==> config.mk <==
export PLATFORM = sky130hd
export DESIGN_NAME = microwave_control
export DESIGN_NICKNAME = d
export VERILOG_FILES = /design/src/rtl/microwave_pkg.sv /design/src/rtl/tick_gen.sv /design/src/rtl/microwave_control.sv
export SDC_FILE = /design/constraint.sdc
export NUM_CORES = 1
export LEC_CHECK = 0
export CORE_MARGIN = 2
export CORE_UTILIZATION = 55
export DETAILED_ROUTE_END_ITERATION = 8
export GPL_TIMING_DRIVEN = 1
export PLACE_DENSITY = 0.76
export SYNTH_ARGS = -nofsm -noshare
export SYNTH_HDL_FRONTEND = slang
export SYNTH_SLANG_ARGS = --single-unit
==> constraint.sdc <==
create_clock -name clock -period 2.3 [get_ports clock]
set_input_delay 0.23 -clock clock [delete_from_list [all_inputs] [get_ports clock]]
set_output_delay 0.23 -clock clock [all_outputs]
set_load 0.03 [all_outputs]
==> src/rtl/microwave_pkg.sv <==
// Shared definitions for the microwave control sequencer: state codes,
// keypad limit and the default prescaler length.
package microwave_pkg;

    typedef enum logic [2:0] {
        IDLE    = 3'd0,
        SETTING = 3'd1,
        COOKING = 3'd2,
        PAUSED  = 3'd3,
        DONE    = 3'd4
    } state_e;

    localparam int unsigned KEY_MAX           = 9;
    localparam int unsigned TICKS_PER_SEC_DEF = 50_000_000;

endpackage

==> src/rtl/tick_gen.sv <==
// Prescaler: counts run cycles and strobes tick_o in the cycle it wraps.
// restart_i zeroes the count and takes priority over run_i.
module tick_gen #(
    parameter int unsigned TICKS_PER_SEC = 50_000_000
) (
    input  logic clk_i,
    input  logic rst_i,
    input  logic run_i,
    input  logic restart_i,
    output logic tick_o
);

    localparam int unsigned W = $clog2(TICKS_PER_SEC);
    localparam logic [W-1:0] LAST = W'(TICKS_PER_SEC - 1);

    logic [W-1:0] count_q;

    assign tick_o = run_i && (count_q == LAST);

    always_ff @(posedge clk_i) begin
        if (rst_i || restart_i) begin
            count_q <= '0;
        end else if (run_i) begin
            count_q <= tick_o ? '0 : count_q + 1'b1;
        end
    end

endmodule

==> src/rtl/microwave_control.sv <==
// Microwave cook-cycle sequencer: loads keypad digits into the countdown
// timer, paces it with one enable pulse per second, and handles pause/cancel/done.
module microwave_control
    import microwave_pkg::*;
#(
    parameter int unsigned TICKS_PER_SEC = TICKS_PER_SEC_DEF
) (
    input  logic       clock,
    input  logic       clear,
    input  logic       start,
    input  logic       stop,
    input  logic       door_closed,
    input  logic       key_valid,
    input  logic [3:0] key_code,
    input  logic       timer_zero,
    output logic [3:0] timer_data,
    output logic       timer_loadn,
    output logic       timer_enable,
    output logic       timer_clear,
    output logic       mag_on,
    output logic       done,
    output logic [2:0] state
);

    state_e     state_q, state_d;
    logic [3:0] data_q, data_d;
    logic       loadn_q, loadn_d;
    logic       enable_q, enable_d;
    logic       tclear_q, tclear_d;
    logic       mag_q, done_q;
    logic       start_prev_q, stop_prev_q, door_prev_q;
    logic       start_edge, stop_edge, door_fall, key_ok, can_start;
    logic       tick, restart;

    assign start_edge = start & ~start_prev_q;
    assign stop_edge  = stop & ~stop_prev_q;
    assign door_fall  = door_prev_q & ~door_closed;
    assign key_ok     = key_valid && (key_code <= 4'(KEY_MAX));
    assign can_start  = start_edge && door_closed && !timer_zero;

    // The count is kept across PAUSED; only a fresh cook or idle/done clears it.
    assign restart = ((state_q == SETTING) && (state_d == COOKING)) ||
                     ((state_q != state_d) && ((state_d == IDLE) || (state_d == DONE)));

    tick_gen #(
        .TICKS_PER_SEC(TICKS_PER_SEC)
    ) u_tick_gen (
        .clk_i    (clock),
        .rst_i    (clear),
        .run_i    (state_q == COOKING),
        .restart_i(restart),
        .tick_o   (tick)
    );

    always_comb begin
        state_d  = state_q;
        data_d   = data_q;
        loadn_d  = 1'b1;
        tclear_d = 1'b0;
        unique case (state_q)
            IDLE: begin
                if (key_ok) begin
                    data_d  = key_code;
                    loadn_d = 1'b0;
                    state_d = SETTING;
                end
            end
            SETTING: begin
                if (stop_edge) begin
                    tclear_d = 1'b1;
                    state_d  = IDLE;
                end else if (can_start) begin
                    state_d = COOKING;
                end else if (key_ok) begin
                    data_d  = key_code;
                    loadn_d = 1'b0;
                end
            end
            COOKING: begin
                if (timer_zero) begin
                    state_d = DONE;
                end else if (!door_closed || stop_edge) begin
                    state_d = PAUSED;
                end
            end
            PAUSED: begin
                if (stop_edge) begin
                    tclear_d = 1'b1;
                    state_d  = IDLE;
                end else if (can_start) begin
                    state_d = COOKING;
                end
            end
            DONE: begin
                if (door_fall || stop_edge) begin
                    state_d = IDLE;
                end else if (key_ok) begin
                    data_d  = key_code;
                    loadn_d = 1'b0;
                    state_d = SETTING;
                end
            end
            default: state_d = IDLE;
        endcase
        enable_d = tick && (state_d == COOKING);
    end

    always_ff @(posedge clock) begin
        if (clear) begin
            state_q      <= IDLE;
            data_q       <= '0;
            loadn_q      <= 1'b1;
            enable_q     <= 1'b0;
            tclear_q     <= 1'b0;
            mag_q        <= 1'b0;
            done_q       <= 1'b0;
            start_prev_q <= 1'b0;
            stop_prev_q  <= 1'b0;
            door_prev_q  <= 1'b0;
        end else begin
            state_q      <= state_d;
            data_q       <= data_d;
            loadn_q      <= loadn_d;
            enable_q     <= enable_d;
            tclear_q     <= tclear_d;
            mag_q        <= (state_d == COOKING);
            done_q       <= (state_d == DONE);
            start_prev_q <= start;
            stop_prev_q  <= stop;
            door_prev_q  <= door_closed;
        end
    end

    assign timer_data   = data_q;
    assign timer_loadn  = loadn_q;
    assign timer_enable = enable_q;
    assign timer_clear  = tclear_q;
    assign mag_on       = mag_q;
    assign done         = done_q;
    assign state        = state_q;

endmodule

==> metrics.txt <==
Max Fanout on Critical Path=10; number of buffers added by the clock tree synthesis step=5; data required time at the worst endpoint=roughly 2.6 ns; clock period minus final worst setup slack=around 2.0 ns; count of routing violations after the opening detailed-route iteration=138; worst clock skew=0.00879 ns; sort of element at the end of the critical path=flop; transition time of the tightest slew-check pin=around 0.77 ns; highest clock frequency the design can meet=roughly 510 MHz; total count of hold-check failures in the final report=0; global-route congestion overflow total=0; sort of element at the start of the critical path=flop; peak supply drop=0.350 mV; global routing usage on met3=between 4 and 5%; most frequent cells after synthesis=sky130_fd_sc_hd__dfxtp_1 (41), sky130_fd_sc_hd__nor3_1 (30), sky130_fd_sc_hd__nand2_1 (19); Worst Reg2Reg Path Length in Cells=7; Total Negative Setup Slacks=0 ns; First-pass DRT Iterations=4; predominant post-synthesis flop cell=sky130_fd_sc_hd__dfxtp_1; met1 Usage GRT=between 20% and 30%; hold-fix buffers at CTS=0; count of pins on the block boundary=23; worst slew margin relative to its limit=approximately half; number of port buffers=22; top cells by area, synth=sky130_fd_sc_hd__dfxtp_1 (41%), sky130_fd_sc_hd__nor3_1 (7.5%), sky130_fd_sc_hd__xor2_1 (7.0%); Post-Syn Area=approximately 2000 um2; count of pins over their slew limit=0; switching power summed over all nets=0.302 mW; Min-Delay Path Depth=3; ordered cell list for the critical path=ha_1, nand3_1, or2_1, nor4_4, buf_4, a2bb2oi_2, nor2_1; Final GP Congestion=approximately 0.84; Vias/cell=about 5.5; layout net count=approximately 270; critical path's slowest cell=sky130_fd_sc_hd__dfxtp_1; Root Driver=sky130_fd_sc_hd__clkbuf_4; Gate Count Post-Synth=approximately 230; relative area change from synthesis to final layout=19.6%; via count of the first global-routing pass=~1,600; count of flip-flops with a built-in enable after synthesis=0; global-route wire length before repair=approximately 6900 um; post-detailed-route DRC marker count=0; clock insertion delay at the later pin of the skew report=between 0.3 and 0.4 ns; CTS resizes=0; TritonCTS clock tree=done; Leakage Power=roughly 0.86 nW; Switching Share=22.5%; die area=between 4000 and 5000 um2; Seq cells post-synth=41; worst path buffer plus inverter count=1; class of the worst hold path=primary input to flop; number of unique standard cell types used by synthesis=just over 40; share of final-layout standard cells stronger than drive strength 1=9.73%; register area share after synthesis=between 40% and 50%; area share of the largest cell type after synthesis=between 40 and 50%; total number of vias=between 1,500 and 2,000; total power consumption of the routed design=around 1.3 mW; share of async-settable or async-resettable flops after synthesis=0%; largest net degree at the start of global routing=27; Global Route met2 Usage=a little over a third; Die X=around 64 um; ratio of final minimum period to clock period=85.3%; post-route setup slack=about 0.34 ns; Post-CTS Repair Setup Buffers=0; antenna-violating nets left=0; placed wire-length estimate after detailed placement=roughly 2800 um; proportion of power drawn by combinational gates=9.2%; routing layer with the top usage in global route=met2; total power density per cell area=around 560 nW/um2; detailed-route wire length per cell=approximately 13 um; Setup Crit Path Kind=flop to flop; status=finished clean; internal power of the cells=1.04 mW; clock slew at the register clock pins of the worst setup and hold paths=0.12 ns; mean instance size in the synthesized netlist=approximately 8.9 um2; starting density of the core=between 50 and 60%; Synth warnings=0; max incr delay on CP=between 0.4 and 0.5 ns; most instantiated library cell after synthesis=sky130_fd_sc_hd__dfxtp_1; worst setup slack before clock tree synthesis=around 0.034 ns; number of clock sinks=41; placeable core region=3420 um2; biggest area consumer among synthesized cells=sky130_fd_sc_hd__dfxtp_1; Setup-failing EPs final=0; number of antenna violations at the first check in global routing=0; H-tree lvl count=2; crit path DAT=about 2.2 ns; Flop pwr share=54.1%; Antenna Cells=0; delay-heaviest family, CP=simple AND/OR/NAND/NOR gates; unrepaired setup endpoints after global routing=false; maximum buffer depth of the clock tree=2; wirelength, routed=3850 um; post-synth net total=about 240; max cap viols=0; Tot GR Track Use=about a fifth; clock network power share=a little under two fifths; Levels on crit path=7; number of cell rows=21; vertical die dimension=approximately 64 um; Filler cells=290
[power groups by stage]
| stage | Combinational [mW] | Sequential, mW | Clock (mW) |
|---|---|---|---|
| final | 0.123 | 0.725 | 0.491 |
| after global routing | 0.134 | 0.726 | 0.524 |
| after CTS | 0.123 | 0.725 | 0.502 |
| after floorplan | 0.0545 | 0.756 | 0 |
| after detailed placement | 0.123 | 0.741 | 0 |
| after global placement | 0.122 | 0.741 | 0 |
[state kept, by name, indices dropped and copies added (netlist names)]
register / cells
state: 3
u_tick_gen.count_q: 26
start_prev_q: 1
timer_data: 4
timer_enable: 1
door_prev_q: 1
done: 1
stop_prev_q: 1
mag_on: 1
timer_clear: 1
timer_loadn: 1
[layer usage]
metal | vias to the layer above | share of wire, %
li1 | 852 | -
met1 | 775 | 45
met2 | 30 | 50
met3 | 8 | 3.7
met4 | 0 | 2.0
met5 | - | 0
[area by class of cell]
| cell class | count | area (um2) | area share, % |
|---|---|---|---|
| multi-input cells | 168 | 1070 | 45.0 |
| clock buffers | 7 | 55.1 | 2.31 |
| repair buffers | 35 | 330 | 13.8 |
| inverters | 5 | 18.8 | 0.786 |
| well taps | 46 | 57.6 | 2.41 |
| flip-flops and latches | 41 | 821 | 34.4 |
| clock inverters | 1 | 30.0 | 1.26 |
[per-stage QoR]
| stage | hold slack [ns] | util (%) | cell area [um2] | instances |
|---|---|---|---|---|
| after floorplan | 0.358 | - | 2000 | 225 |
| after global placement | 0.461 | 67.4 | 2300 | 295 |
| after detailed placement | 0.463 | 67.4 | 2300 | 295 |
| after CTS | 0.419 | 69.9 | 2390 | 303 |
| after global routing | 0.460 | 69.9 | 2390 | 303 |
| final | 0.428 | 69.9 | 2390 | 303 |
[final timing paths]
path	slack, ns	start	to
setup / recovery	0.34	u_tick_gen.count_q[1]	u_tick_gen.count_q[1]
hold / removal	0.43	key_code[0]	timer_data[0]
setup reg to reg	0.34	u_tick_gen.count_q[1]	u_tick_gen.count_q[1]
hold reg to reg	0.48	timer_data[3]	timer_data[3]
[cell usage in the layout (no fill, tap or decap), drive strengths merged, types with 2 or more instances in the layout]
master / n
dfxtp: 41
nor3: 31
clkdlybuf4s50: 22
nand2: 19
xor2: 16
nor2: 14
nand3: 13
buf: 13
nand2b: 12
nand4: 7
xnor2: 7
clkbuf: 7
nor4: 7
nor2b: 6
inv: 5
mux2i: 4
and2: 3
a21oi: 3
nor3b: 2
o21ai: 2
and3: 2
or3b: 2
a211oi: 2
and4: 2
[kinds of logic after synthesis]
group | synth area share [%]
AO/OA/AOI/OAI | 4.64
XOR/XNOR | 10.1
adder cells (fa/ha/maj) | 0.627
buffers and inverters | 5.02
flip-flops | 41.1
multiplexers | 2.01
AND/OR/NAND/NOR | 36.5
[worst min-delay path, stage by stage]
cell and delay, ns:
sky130_fd_sc_hd__clkdlybuf4s50_1 0.40, sky130_fd_sc_hd__nand2b_1 0.07, sky130_fd_sc_hd__mux2i_1 0.06
Note: power is estimated with default switching activity, not from simulation.
